==> src/rtl/cpu_switch_pkg.sv <==
// Shared types and helpers for the CPU switch arbiter.
// Holds the CPU FSM state enum, index-width helper and best-CPU search.
package cpu_switch_pkg;

  typedef enum logic [1:0] {
    RUN,
    HOLD,
    ALL_FAIL
  } cpu_state_e;

  localparam int MAX_N = 8;
  localparam int MAX_W = 32;
  localparam int IDX_MAX_W = 3;

  function automatic int idx_w(input int n);
    return (n > 1) ? $clog2(n) : 1;
  endfunction

  // Healthy CPU with the minimum count; strict < keeps the lowest index.
  function automatic logic [IDX_MAX_W-1:0] best_cpu(
    input logic [MAX_N-1:0]            ok,
    input logic [MAX_N-1:0][MAX_W-1:0] cnt
  );
    logic [IDX_MAX_W-1:0] b;
    logic [MAX_W-1:0]     m;
    logic                 found;
    b     = '0;
    m     = '0;
    found = 1'b0;
    for (int i = 0; i < MAX_N; i++) begin
      if (ok[i] && (!found || cnt[i] < m)) begin
        b     = IDX_MAX_W'(i);
        m     = cnt[i];
        found = 1'b1;
      end
    end
    return b;
  endfunction

endpackage

==> src/rtl/cpu_switch_arbiter_health.sv <==
// health_debounce: 2-FF synchronizer plus level debouncer for one io_ok line.
// Ports: clk, rst_n, io_ok_i (async), err_o (debounced error), rise_o (err edge).
module health_debounce #(
  parameter int DEB_CYC = 16
) (
  input  logic clk,
  input  logic rst_n,
  input  logic io_ok_i,
  output logic err_o,
  output logic rise_o
);

  localparam int CW = $clog2(DEB_CYC + 1);

  logic          s1_q;
  logic          s2_q;
  logic          ok_q;
  logic          err_d1_q;
  logic [CW-1:0] cnt_q;

  always_ff @(posedge clk or negedge rst_n) begin
    if (!rst_n) begin
      s1_q     <= 1'b1;
      s2_q     <= 1'b1;
      ok_q     <= 1'b1;
      err_d1_q <= 1'b0;
      cnt_q    <= '0;
    end else begin
      s1_q     <= io_ok_i;
      s2_q     <= s1_q;
      err_d1_q <= ~ok_q;
      if (s2_q == ok_q) begin
        cnt_q <= '0;
      end else if (cnt_q == CW'(DEB_CYC - 1)) begin
        ok_q  <= s2_q;
        cnt_q <= '0;
      end else begin
        cnt_q <= cnt_q + CW'(1);
      end
    end
  end

  assign err_o  = ~ok_q;
  assign rise_o = ~ok_q & ~err_d1_q;

endmodule

==> src/rtl/cpu_switch_arbiter.sv <==
// N-way CPU redundancy controller with error counting and command-link vote.
// In: clk, rst_n, io_ok, force_swi/idx, byte_stb. Out: sel, sel_oh, flags, err_cnt, ch_sel.
module cpu_switch_arbiter
  import cpu_switch_pkg::*;
#(
  parameter int N_CPU     = 2,
  parameter int N_CH      = 2,
  parameter int ERR_W     = 8,
  parameter int DEB_CYC   = 16,
  parameter int MARGIN    = 2,
  parameter int DWELL_CYC = 1024,
  parameter int GAP_CYC   = 20000,
  parameter int BYTE_W    = 10
) (
  input  logic                   clk,
  input  logic                   rst_n,
  input  logic [N_CPU-1:0]       io_ok,
  input  logic                   force_swi,
  input  logic [idx_w(N_CPU)-1:0] force_idx,
  input  logic [N_CH-1:0]        byte_stb,
  output logic [idx_w(N_CPU)-1:0] sel,
  output logic [N_CPU-1:0]       sel_oh,
  output logic                   all_fail,
  output logic                   switch_evt,
  output logic                   force_nak,
  output logic [N_CPU*ERR_W-1:0] err_cnt,
  output logic [idx_w(N_CH)-1:0] ch_sel,
  output logic                   frame_end
);

  localparam int CPU_W  = idx_w(N_CPU);
  localparam int CH_W   = idx_w(N_CH);
  localparam int DW_W   = $clog2(DWELL_CYC + 1);
  localparam int IDLE_W = $clog2(GAP_CYC + 1);

  logic [N_CPU-1:0] err;
  logic [N_CPU-1:0] rise;

  for (genvar g = 0; g < N_CPU; g++) begin : g_hd
    health_debounce #(.DEB_CYC(DEB_CYC)) u_hd (
      .clk     (clk),
      .rst_n   (rst_n),
      .io_ok_i (io_ok[g]),
      .err_o   (err[g]),
      .rise_o  (rise[g])
    );
  end

  cpu_state_e       state_q, state_d;
  logic [CPU_W-1:0] sel_q, sel_d;
  logic [DW_W-1:0]  dwell_q, dwell_d;
  logic [ERR_W-1:0] cnt_q [N_CPU];
  logic [ERR_W-1:0] cnt_d [N_CPU];
  logic             evt_q, nak_q, nak_d, clr;

  logic [MAX_N-1:0]            ok_pad;
  logic [MAX_N-1:0][MAX_W-1:0] cnt_pad;
  logic [CPU_W-1:0]            best;
  logic                        any_ok, sel_bad, pref, ovf;

  always_comb begin
    ok_pad  = '0;
    cnt_pad = '0;
    for (int i = 0; i < N_CPU; i++) begin
      ok_pad[i]  = ~err[i];
      cnt_pad[i] = MAX_W'(cnt_q[i]);
    end
  end

  assign best    = CPU_W'(best_cpu(ok_pad, cnt_pad));
  assign any_ok  = |ok_pad;
  assign sel_bad = ~ok_pad[IDX_MAX_W'(sel_q)];
  assign pref    = cnt_pad[IDX_MAX_W'(sel_q)] >=
                   cnt_pad[IDX_MAX_W'(best)] + MAX_W'(MARGIN);

  always_comb begin
    state_d = state_q;
    sel_d   = sel_q;
    dwell_d = dwell_q;
    nak_d   = 1'b0;
    clr     = 1'b0;
    if (state_q == HOLD && dwell_q != '0) dwell_d = dwell_q - DW_W'(1);
    unique case (state_q)
      RUN: begin
        if (!any_ok) begin
          state_d = ALL_FAIL;
        end else if (sel_bad || pref) begin
          sel_d   = best;
          state_d = HOLD;
          dwell_d = DW_W'(DWELL_CYC);
        end
      end
      HOLD: begin
        if (!any_ok) begin
          state_d = ALL_FAIL;
        end else if (sel_bad) begin
          sel_d   = best;
          dwell_d = DW_W'(DWELL_CYC);
        end else if (dwell_q == '0) begin
          state_d = RUN;
        end
      end
      ALL_FAIL: begin
        if (any_ok) begin
          sel_d   = best;
          state_d = HOLD;
          dwell_d = DW_W'(DWELL_CYC);
        end
      end
      default: state_d = RUN;
    endcase
    // Force outranks any automatic decision made above.
    if (force_swi) begin
      if (ok_pad[IDX_MAX_W'(force_idx)]) begin
        sel_d   = force_idx;
        state_d = HOLD;
        dwell_d = DW_W'(DWELL_CYC);
        clr     = 1'b1;
      end else begin
        nak_d = 1'b1;
      end
    end
  end

  // Halve everyone before an overflowing increment so ordering survives.
  always_comb begin
    ovf = 1'b0;
    for (int i = 0; i < N_CPU; i++) begin
      if (rise[i] && cnt_q[i] == '1) ovf = 1'b1;
    end
    for (int i = 0; i < N_CPU; i++) begin
      cnt_d[i] = clr ? '0 :
                 ((ovf ? (cnt_q[i] >> 1) : cnt_q[i]) + ERR_W'(rise[i]));
    end
  end

  always_ff @(posedge clk or negedge rst_n) begin
    if (!rst_n) begin
      state_q <= RUN;
      sel_q   <= '0;
      dwell_q <= '0;
      evt_q   <= 1'b0;
      nak_q   <= 1'b0;
      for (int i = 0; i < N_CPU; i++) cnt_q[i] <= '0;
    end else begin
      state_q <= state_d;
      sel_q   <= sel_d;
      dwell_q <= dwell_d;
      evt_q   <= (sel_d != sel_q);
      nak_q   <= nak_d;
      for (int i = 0; i < N_CPU; i++) cnt_q[i] <= cnt_d[i];
    end
  end

  always_comb begin
    sel_oh = '0;
    for (int i = 0; i < N_CPU; i++) begin
      sel_oh[i] = (sel_q == CPU_W'(i));
      err_cnt[i*ERR_W +: ERR_W] = cnt_q[i];
    end
  end

  assign sel        = sel_q;
  assign all_fail   = (state_q == ALL_FAIL);
  assign switch_evt = evt_q;
  assign force_nak  = nak_q;

  logic [IDLE_W-1:0] idle_q [N_CH];
  logic [BYTE_W-1:0] byte_q [N_CH];
  logic              armed_q, fe_q, gap, fire;
  logic [CH_W-1:0]   ch_q, win;
  logic [BYTE_W-1:0] winv;

  always_comb begin
    gap  = 1'b1;
    win  = ch_q;
    winv = '0;
    for (int j = 0; j < N_CH; j++) begin
      if (idle_q[j] < IDLE_W'(GAP_CYC)) gap = 1'b0;
      if (CH_W'(j) == ch_q) winv = byte_q[j];
    end
    for (int j = 0; j < N_CH; j++) begin
      if (byte_q[j] > winv) begin
        winv = byte_q[j];
        win  = CH_W'(j);
      end
    end
  end

  // armed_q limits frame_end to one pulse per gap that followed traffic.
  assign fire = gap & armed_q;

  always_ff @(posedge clk or negedge rst_n) begin
    if (!rst_n) begin
      armed_q <= 1'b0;
      fe_q    <= 1'b0;
      ch_q    <= '0;
      for (int j = 0; j < N_CH; j++) begin
        idle_q[j] <= '0;
        byte_q[j] <= '0;
      end
    end else begin
      fe_q <= fire;
      if (fire) ch_q <= win;
      if (|byte_stb) armed_q <= 1'b1;
      else if (fire) armed_q <= 1'b0;
      for (int j = 0; j < N_CH; j++) begin
        if (byte_stb[j]) idle_q[j] <= '0;
        else if (idle_q[j] != IDLE_W'(GAP_CYC)) idle_q[j] <= idle_q[j] + IDLE_W'(1);
        if (fe_q) byte_q[j] <= BYTE_W'(byte_stb[j]);
        else if (byte_stb[j] && byte_q[j] != '1) byte_q[j] <= byte_q[j] + BYTE_W'(1);
      end
    end
  end

  assign ch_sel    = ch_q;
  assign frame_end = fe_q;

endmodule

==> config.mk <==
export PLATFORM = sky130hd
export DESIGN_NAME = cpu_switch_arbiter
export DESIGN_NICKNAME = d
export VERILOG_FILES = /design/src/rtl/cpu_switch_pkg.sv /design/src/rtl/cpu_switch_arbiter_health.sv /design/src/rtl/cpu_switch_arbiter.sv
export SDC_FILE = /design/constraint.sdc
export NUM_CORES = 1
export LEC_CHECK = 0
export CORE_UTILIZATION = 60
export CTS_CLUSTER_SIZE = 28
export DETAILED_ROUTE_END_ITERATION = 10
export PLACE_DENSITY_LB_ADDON = 0.2
export REMOVE_ABC_BUFFERS = 1
export SYNTH_ARGS = -nofsm -noshare
export SYNTH_HDL_FRONTEND = slang
export SYNTH_HIERARCHICAL = 1
export SYNTH_SLANG_ARGS = --single-unit
==> constraint.sdc <==
create_clock -name clk -period 7.2 [get_ports clk]
set_input_delay 2.16 -clock clk [delete_from_list [all_inputs] [get_ports clk]]
set_output_delay 2.16 -clock clk [all_outputs]
set_load 0.03 [all_outputs]
# Yosys cells after proc, flatten, opt, wreduce, memory -nomap -nowiden
# Index checks and enable logic that the tools add are counted.
# totals
register_bits,103
in_bits,8
out_inout_bits,24
# classes
addsub,10
magnitude_cmp,9
n_eq_ne,13
n_mux,66
bitwise,11
n_reduce_logical,22
# op_table
cell,count
two-way mux 11 bit,8
two-way mux 32 bit,2
two-way mux 10 bit,6
two-way mux 15 bit,4
two-way mux 8 bit,7
one-hot mux 11 bit (3 select lines),1
adder 32 x 2 -> 32 bit (second input constant),1
>= comparator 32 bit,1
less-than comparator 8 x 32 -> 1 bit,1
adder 15 x 1 -> 15 bit (second input constant),2
less-than comparator 15 bit (second input constant),2
inequality test 15 bit (second input constant),2
two-way mux 1 bit,24
adder 10 x 1 -> 10 bit (second input constant),2
greater-than comparator 10 bit,2
two-way mux 5 bit,4
inequality test 10 bit (second input constant),2
adder 8 x 1 -> 8 bit,2
equality test 8 bit (second input constant),2
two-way mux 2 bit,8
less-than comparator 1 x 4 -> 1 bit (second input constant),3
nonzero test 2 bit,6
zero test 11 bit,1
nonzero test 11 bit,1
other kinds (16),37

# Logic depth before layout (Yosys ltp)
# Gate-level depths: netlist of the first run.
# depth
ltp_word,16
mapped_depth,26

# Hierarchy
# The synthesis of the first run kept the hierarchy.
# modules_own_cells
mod,instances,cells_each,area_each_um2
cpu_switch_arbiter,1,711,6000.8
health_debounce,2,26,339.1

# Least setup slack after synthesis of the first run
# No wires, ideal clock.
# synth_timing
path_kind,reg2reg
start,reg g_hd[0].u_hd.ok_q
end,reg evt_q (netlist: switch_evt)
setup_ns,0.090
t_arrival_ns,5.189
t_required_ns,7.110
slack_ns,1.920
stages_incl_launch_ff,25
path_cell_list,dfstp_2 > inv_1 > clkbuf_1 > nand2b_1 > ha_1 > a21o_1 > a221o_1 > a2111oi_4 > or2_1 > buf_4 > clkbuf_1 > nand2_1 > nand2_1 > ha_1 > nand3_1 > xor2_1 > nor2_1 > a21oi_1 > ha_1 > a2111o_1 > o31a_1 > a21oi_1 > o21ai_2 > or4_1 > o2111ai_1
# synth_rtl
element,line,rtl
from (decl),cpu_switch_arbiter_health.sv:17,logic ok_q;
from (signal assigned),cpu_switch_arbiter_health.sv:35,ok_q <= s2_q;
NOT 1 bit *,cpu_switch_arbiter_health.sv:43,assign err_o = ~ok_q;
via err[0],cpu_switch_arbiter.sv:36,logic [N_CPU-1:0] err;
logical OR 1 bit *,cpu_switch_pkg.sv:31,if (ok[i] && (!found || cnt[i] < m)) begin
logical AND 1 bit *,cpu_switch_pkg.sv:31,
two-way mux 1 bit *,cpu_switch_pkg.sv:31,
two-way mux 8 bit (implied by the code),cpu_switch_arbiter.sv:74,cnt_pad[IDX_MAX_W'(best)] + MAX_W'(MARGIN);
two-way mux 32 bit (implied by the code),cpu_switch_arbiter.sv:74,
adder 32 x 2 -> 32 bit,cpu_switch_arbiter.sv:74,
>= comparator 32 bit,cpu_switch_arbiter.sv:73,assign pref = cnt_pad[IDX_MAX_W'(sel_q)] >=
logical OR 1 bit,cpu_switch_arbiter.sv:87,end else if (sel_bad || pref) begin
two-way mux 1 bit,cpu_switch_arbiter.sv:87,
two-way mux 1 bit,cpu_switch_arbiter.sv:85,if (!any_ok) begin
one-hot mux 1 bit (3 select lines) *,cpu_switch_arbiter.sv:83,unique case (state_q)
two-way mux 1 bit,cpu_switch_arbiter.sv:114,if (ok_pad[IDX_MAX_W'(force_idx)]) begin
two-way mux 1 bit *,cpu_switch_arbiter.sv:113,if (force_swi) begin
inequality test 1 bit *,cpu_switch_arbiter.sv:149,evt_q <= (sel_d != sel_q);
to (signal assigned),cpu_switch_arbiter.sv:149,
to (decl),cpu_switch_arbiter.sv:54,"logic evt_q, nak_q, nak_d, clr;"
# The timed path passes the listed nets; every way through them passes the cells marked *. The select of a mux whose other input is x is not followed.
# A chain may end at the register's enable or synchronous reset.

# Final worst setup path of the first run
# layout_timing
start,reg g_hd[0].u_hd.ok_q
end,reg dwell_q[5]
# layout_rtl
element,line,rtl
NOT 1 bit *,cpu_switch_arbiter_health.sv:43,
via err[0],cpu_switch_arbiter.sv:36,
logical OR 1 bit *,cpu_switch_pkg.sv:31,
logical AND 1 bit *,cpu_switch_pkg.sv:31,
two-way mux 1 bit *,cpu_switch_pkg.sv:31,
two-way mux 8 bit (implied by the code) *,cpu_switch_arbiter.sv:74,
two-way mux 32 bit (implied by the code) *,cpu_switch_arbiter.sv:74,
adder 32 x 2 -> 32 bit *,cpu_switch_arbiter.sv:74,
>= comparator 32 bit *,cpu_switch_arbiter.sv:73,
logical OR 1 bit *,cpu_switch_arbiter.sv:87,
two-way mux 11 bit *,cpu_switch_arbiter.sv:87,
two-way mux 11 bit *,cpu_switch_arbiter.sv:85,
one-hot mux 11 bit (3 select lines) *,cpu_switch_arbiter.sv:83,
two-way mux 11 bit,cpu_switch_arbiter.sv:114,
two-way mux 11 bit *,cpu_switch_arbiter.sv:113,
via dwell_d[5],cpu_switch_arbiter.sv:51,"logic [DW_W-1:0] dwell_q, dwell_d;"
to (signal assigned),cpu_switch_arbiter.sv:148,dwell_q <= dwell_d;
to (decl),cpu_switch_arbiter.sv:51,
# Marked as above.

==> run_results.csv, run 1 <==
group,metric,value,unit
run_status,status,"complete, no violations",
clock_network,cts_sinks,103,
placed_design,io_buffers,31,
synth,post_synth_num_cell_types,60,
route,wl_per_cell,15.6,um
sta,hold_violations,0,
clock_network,numCtsBuffers,9,
route,vias,5562,
grt,grt_pass1_vias,5495,
grt,grt_usage,27.1,%
clock_network,clkLatencyLatePin,0.39,ns
floorplan,start_util,61.6,%
sta,finalCriticalPeriod,5.82,ns
floorplan,die_w,108,um
pwr,power_density,212,nW/um^2
clock_network,ctsLongestPathBuffers,2,
critical_path,cp-end-kind,"flop",
synth,syn_inst,763,
clock_network,path_clk_slew,0.09,ns
pwr,vdd_drop_max,239,uV
flow_run,max-cap-violations,0,
grt,grt_pass1_wl,24.7,mm
final_layout,final_nets,832,
clock_network,htree_levels,3,
floorplan,die_area,11600,um^2
critical_path,cp_data_required_time,7.42,ns
critical_path,crit_slowest_cell,"o31ai_1",
floorplan,core,10800,um^2
hold_path,min_from,"g_hd[1].u_hd/s1_q$_DFF_PN1_",
sta,fin_setup_tns,0,ns
synth,synth_edf_count,0,
critical_path,r2r_cells,20,
sta,slew_viol_final,0,
grt,grt_max_degree,84,
critical_path,slowest_delay,1.00,ns
final_layout,layout_commonest_cell,"dfrtp_1",
placed_design,place_hpwl,10.2,mm
final_layout,area_growth,8.13,%
synth,ys_ff_latch,103,
synth,syn_avg_cell_area,8.75,um^2
critical_path,reg2reg_from,"g_hd[0].u_hd/ok_q$_DFFE_PN1P_",
final_layout,finalInstanceArea,7220,um^2
floorplan,rows,38,
sta,grt_setup_unrepaired,"no",
clock_network,hold_buffers,0,
sta,period_share,80.8,%
hold_path,hold_class,"flop to flop",
placed_design,gp_congestion,0.885,
grt,antenna_found_initial,0,
hold_path,holdPathEnd,"g_hd[1].u_hd/s2_q$_DFF_PN1_",
clock_network,root_buffer,"clkbuf_8",
route,dr.pass1.iters,5,
sta,worst_slack,1.38,ns
critical_path,worstSetupStartpointType,"flop",
sta,slew_headroom,16.8,%
synth,ys.flop_type,"dfrtp_1",
final_layout,fin_cells,920,
critical_path,reg2reg_to,"dwell_q[5]$_DFF_PN0_",
sta,setup_violations,0,
synth,seq_area_frac_synth,38.7,%
hold_path,hold_depth,0,
placed_design,place_area,7050,um^2
final_layout,layout-drive-gt1-share,5.38,%
critical_path,arrival,6.03,ns
clock_network,cts_tree,"done",
synth,syn_area,6680,um^2
sta,worst_pin_slew,1.24,ns
critical_path,cp_cell_sequence,"inv_1, nand2b_1, ha_1, a21o_1, a221o_1, a2111oi_4, or2_1, nand2_1, nand2_1, ha_1, nor4bb_1, xor2_1, mux2i_1, ha_1, o21ai_0, a21oi_1, o31a_1, a21oi_1, o31ai_1, nor2_1",
route,wl,14.3,mm
critical_path,crit_type,"flop to flop",
sta,skew,0.0130,ns
synth,synth_area_leaders,"dfrtp_1 (36%), ha_1 (9.2%), nor2_1 (5.2%)",
sta,fmaxAchievable,172,MHz
floorplan,die_y,108,um
sta,fin_worst_hold_slack,0.360,ns
route,drc,0,
route,viasPerCell,6.05,
clock_network,cts_resized,0,
synth,synth_largest_area_cell,"dfrtp_1",
route,drtAntennaViolNets,0,
grt,grt.overflow.total,0,
critical_path,critPathMaxFanout,16,
placed_design,place_inst,904,
synth,synth_top_area_share,36.3,%
final_layout,final_cell_mix,"dfrtp_1 (97), nor2_1 (92), nand2_1 (89), ha_1 (49), a21oi_1 (41)",
placed_design,post-place-ws,1.46,ns
pwr,cellLeakagePower,3.18,nW
synth,synthArstFlopShare,100,%
synth,yosys_warnings,6,
floorplan,ios,32,
critical_path,ff2ff_setup_slack,1.38,ns
route,drt_iter0_drc,299,
critical_path,crit_top_cell,"ha_1",
clock_network,post_cts_buffers,0,
final_layout,antenna_cells,0,
-- state kept, by name, summed over array words and instances, names as in the netlist --
signal	cells
idle_q	30
byte_q	20
err_cnt	16
dwell_q	11
g_hd.u_hd/cnt_q	10
g_hd.u_hd/err_d1_q	2
g_hd.u_hd/ok_q	2
g_hd.u_hd/s1_q	2
g_hd.u_hd/s2_q	2
state_q	2
armed_q	1
ch_sel	1
force_nak	1
frame_end	1
sel	1
switch_evt	1
-- metal layers --
layer / part of all wire [%] / vias up / global-route usage [%]
met4: 2.4 / 0 / 11.0
met1: 42 / 2695 / 32.0
met5: 0 / - / 0
met2: 50 / 154 / 47.3
met3: 5.0 / 28 / 6.30
li1: - / 2685 / -
-- area by class of cell --
cell class | count | area [um^2]
timing repair buffer | 33 | 323
clock inverter | 6 | 46.3
tap | 140 | 175
fill | 892 | 3620
inverter | 35 | 131
multi-input combinational | 593 | 3830
clock buffer | 10 | 128
sequential | 103 | 2580
-- worst max-delay path: cells and delay by family, from the launching register on --
family,cells,cell delay [ns]
AO/OA/AOI/OAI,8,2.53
AND/OR/NAND/NOR,6,1.27
adder cells (fa/ha/maj),3,0.84
flip-flops,1,0.57
buffers and inverters,1,0.18
XOR/XNOR,1,0.17
multiplexers,1,0.10
-- worst max path at each step --
| stage | startpoint | to | slack (ns) | depth (start not counted) |
|---|---|---|---|---|
| floorplan | g_hd[0].u_hd/ok_q$_DFFE_PN1P_ | switch_evt$_DFF_PN0_ | 2.13 | 21 |
| global placement | g_hd[0].u_hd/ok_q$_DFFE_PN1P_ | dwell_q[6]$_DFF_PN0_ | 1.75 | 22 |
| detailed placement | g_hd[0].u_hd/ok_q$_DFFE_PN1P_ | dwell_q[5]$_DFF_PN0_ | 1.46 | 20 |
| CTS | g_hd[0].u_hd/ok_q$_DFFE_PN1P_ | dwell_q[5]$_DFF_PN0_ | 1.43 | 20 |
| global route | g_hd[0].u_hd/ok_q$_DFFE_PN1P_ | dwell_q[8]$_DFF_PN0_ | 0.92 | 20 |
| finish | g_hd[0].u_hd/ok_q$_DFFE_PN1P_ | dwell_q[5]$_DFF_PN0_ | 1.38 | 20 |
-- per-stage QoR --
step | util [%] | power [mW]
global placement | 65.0 | 1.16
finish | 66.6 | 1.53
CTS | 66.6 | 1.55
floorplan | - | 1.05
detailed placement | 65.0 | 1.20
global route | 66.6 | 1.64
-- cells by family (layout without fill, tap and decap cells) --
kind of cell	Yosys count	after routing	share of synthesized area [%]
AND/OR/NAND/NOR	324	324	23.2
AO/OA/AOI/OAI	129	129	12.3
flip-flops	103	103	38.7
buffers and inverters	67	84	3.90
XOR/XNOR	62	62	8.13
adder cells (fa/ha/maj)	49	49	9.18
multiplexers	29	29	4.55
-- cell usage after synthesis, types with 4 or more instances --
cell type  instances
nor2b_1            9
nand2b_1          10
nor2_1            92
mux2i_1           18
nor3_1            11
and3_1            12
xor2_1            39
or4_1              6
dfrtp_1           97
inv_1             35
a21o_1             8
ha_1              49
o21ai_0           32
o211ai_1           8
dfstp_2            6
nand3_1           36
and2_1            11
mux2_2             9
o22ai_1            5
clkbuf_1          26
nand2_1           89
or3_1              8
a21oi_1           41
nand4_1           23
a31oi_1            4
xnor2_1           23
-- where the power goes --
part | leakage [nW] | switching [mW] | internal [mW]
clock | 0.0764 | 0.207 | 0.127
sequential | 1.25 | 0.0817 | 0.627
combinational | 1.85 | 0.278 | 0.209
total | 3.18 | 0.566 | 0.963
Power figures use the tool's default switching activity.
==> inputs of run 2 (changes only) <==
Settings changed: CORE_UTILIZATION 60 to 55.
Clock period 7.2 ns to 4.7 ns, I/O delays scaled along.
==> run_results.csv, run 2 (synthesis gave the netlist of run 1 again) <==
group,metric,value,unit
sta,setup_violations,12,
grt,grt.overflow.total,0,
clock_network,cts_sinks,103,
route,wl_met3,809,um
route,wl_per_cell,15.8,um
floorplan,die_area,12600,um^2
final_layout,finalInstanceArea,7810,um^2
placed_design,post-place-ws,-0.432,ns
run_status,status,"complete, but fails checks",
final_layout,final_nets,868,
clock_network,path_clk_slew,0.08,ns
route,route.met2.wl,7.53,mm
route,drt_iter0_drc,307,
clock_network,ctsLongestPathBuffers,2,
placed_design,place_hpwl,10.5,mm
sta,worst_pin_slew,1.12,ns
route,dr.pass1.iters,10,
critical_path,crit_type,"flop to flop",
pwr,cellLeakagePower,3.49,nW
floorplan,start_util,57.5,%
flow_run,max-cap-violations,0,
sta,worst_slack,-0.131,ns
sta,fmaxAchievable,207,MHz
grt,grt_pass1_wl,25.6,mm
final_layout,layout_commonest_cell,"dfrtp_1",
route,wl,15.2,mm
final_layout,antenna_cells,0,
pwr,vdd_drop_max,294,uV
floorplan,core,11600,um^2
critical_path,worstSetupStartpointType,"flop",
sta,grt_setup_unrepaired,"yes",
clock_network,root_buffer,"clkbuf_16",
sta,hold_violations,0,
clock_network,htree_levels,3,
final_layout,nFillCells,913,
floorplan,die_w,112,um
route,vias,5742,
pwr,power_density,326,nW/um^2
final_layout,layout-drive-gt1-share,12.7,%
final_layout,top_register,"idle_q",
floorplan,die_y,112,um
sta,skew,0.0102,ns
sta,finalCriticalPeriod,4.83,ns
placed_design,place_inst,938,
placed_design,place_area,7280,um^2
sta,slew_viol_final,0,
sta,slew_headroom,25.5,%
route,drc,5,
route,viasPerCell,5.99,
final_layout,largest_reg_flops,30,
critical_path,critPathMaxFanout,5,
critical_path,cp-end-kind,"flop",
critical_path,cp_data_required_time,4.97,ns
placed_design,io_buffers,31,
hold_path,hold_class,"flop to flop",
clock_network,cts_tree,"done",
route,wl_met1,6.55,mm
final_layout,area_growth,17.0,%
critical_path,arrival,5.10,ns
final_layout,fin_cells,959,
grt,grt_max_degree,91,
sta,period_share,103,%
route,dr.max_layer_used,"met4",
clock_network,clkLatencyLatePin,0.36,ns
final_layout,final_cell_mix,"dfrtp_1 (97), nor2_1 (90), nand2_1 (87), ha_1 (44)",
run_status,violations,"DRC, setup timing",
grt,grt_usage,25.1,%
floorplan,rows,39,
route,drtAntennaViolNets,0,
grt,antenna_found_initial,0,
grt,grt_pass1_vias,5595,
floorplan,ios,32,
placed_design,gp_congestion,0.910,
pwr,total_power,2.54,mW
clock_network,numCtsBuffers,9,
sta,fin_setup_tns,-0.800,ns
-- run 2: cell type report --
type | instances | area [um^2] | area share, %
clock buffer | 10 | 239 | 3.06
clock inverter | 6 | 50.0 | 0.641
inverter | 35 | 134 | 1.71
multi-input combinational | 593 | 4020 | 51.5
sequential | 103 | 2580 | 33.1
tap | 143 | 179 | 2.29
timing repair buffer | 69 | 606 | 7.75
-- run 2: power breakdown --
part / switching [mW] / total, mW / leakage [nW] / internal, mW
Combinational: 0.415 / 0.738 / 2.10 / 0.323
Clock: 0.348 / 0.729 / 0.141 / 0.381
Sequential: 0.116 / 1.08 / 1.25 / 0.961
-- run 2: critical path: stages (launching register included) --
cell       delay, ns
dfstp_2         0.55
inv_4           0.05
nand2b_4        0.14
ha_4            0.21
a21o_1          0.18
a221o_1         0.36
a2111oi_4       0.38
or2_1           0.20
nand2_1         0.09
nand2_2         0.10
ha_4            0.15
buf_4           0.11
nor4bb_4        0.23
xor2_1          0.21
mux2i_1         0.12
ha_1            0.21
a2111o_1        0.33
o31a_1          0.36
buf_4           0.16
o21a_1          0.19
o22ai_2         0.16
nor2_1          0.06
o31ai_1         0.21
-- run 2: final timing paths --
check / start / to / slack [ns] / cells past startpoint
max reg2reg: g_hd[0].u_hd/ok_q$_DFFE_PN1P_ / sel$_DFF_PN0_ / -0.13 / 22
max in group asynchronous: rst_n / byte_q[8]$_DFFE_PN0P_ / 2.60 / 2
min: g_hd[0].u_hd/s1_q$_DFF_PN1_ / g_hd[0].u_hd/s2_q$_DFF_PN1_ / 0.36 / 0
min reg2reg: g_hd[0].u_hd/s1_q$_DFF_PN1_ / g_hd[0].u_hd/s2_q$_DFF_PN1_ / 0.36 / 0
min in group asynchronous: rst_n / g_hd[0].u_hd/cnt_q[1]$_DFF_PN0_ / 1.27 / 1
max: g_hd[0].u_hd/ok_q$_DFFE_PN1P_ / sel$_DFF_PN0_ / -0.13 / 22
-- run 2: metal layers --
layer	vias up	track usage, %
li1	2757	-
met1	2796	31.1
met2	160	43.9
met3	29	5.45
met4	0	7.56
met5	-	0
-- run 2: stage by stage --
stage	hold WS (ns)	utilization, %
2_1_floorplan	0.345	-
3_3_place_gp	0.350	62.7
3_5_place_dp	0.348	62.7
4_1_cts	0.362	66.3
5_1_grt	0.364	67.3
6_report	0.359	67.3
-- run 2: what timing repair did --
item                                    CTS  global route
endpoints found under the setup margin   12            14
pin swaps                                18            18
gates resized for setup                  17            15
hold buffers                              0             0
setup buffers                             2             3
hold endpoints to repair                  0             0
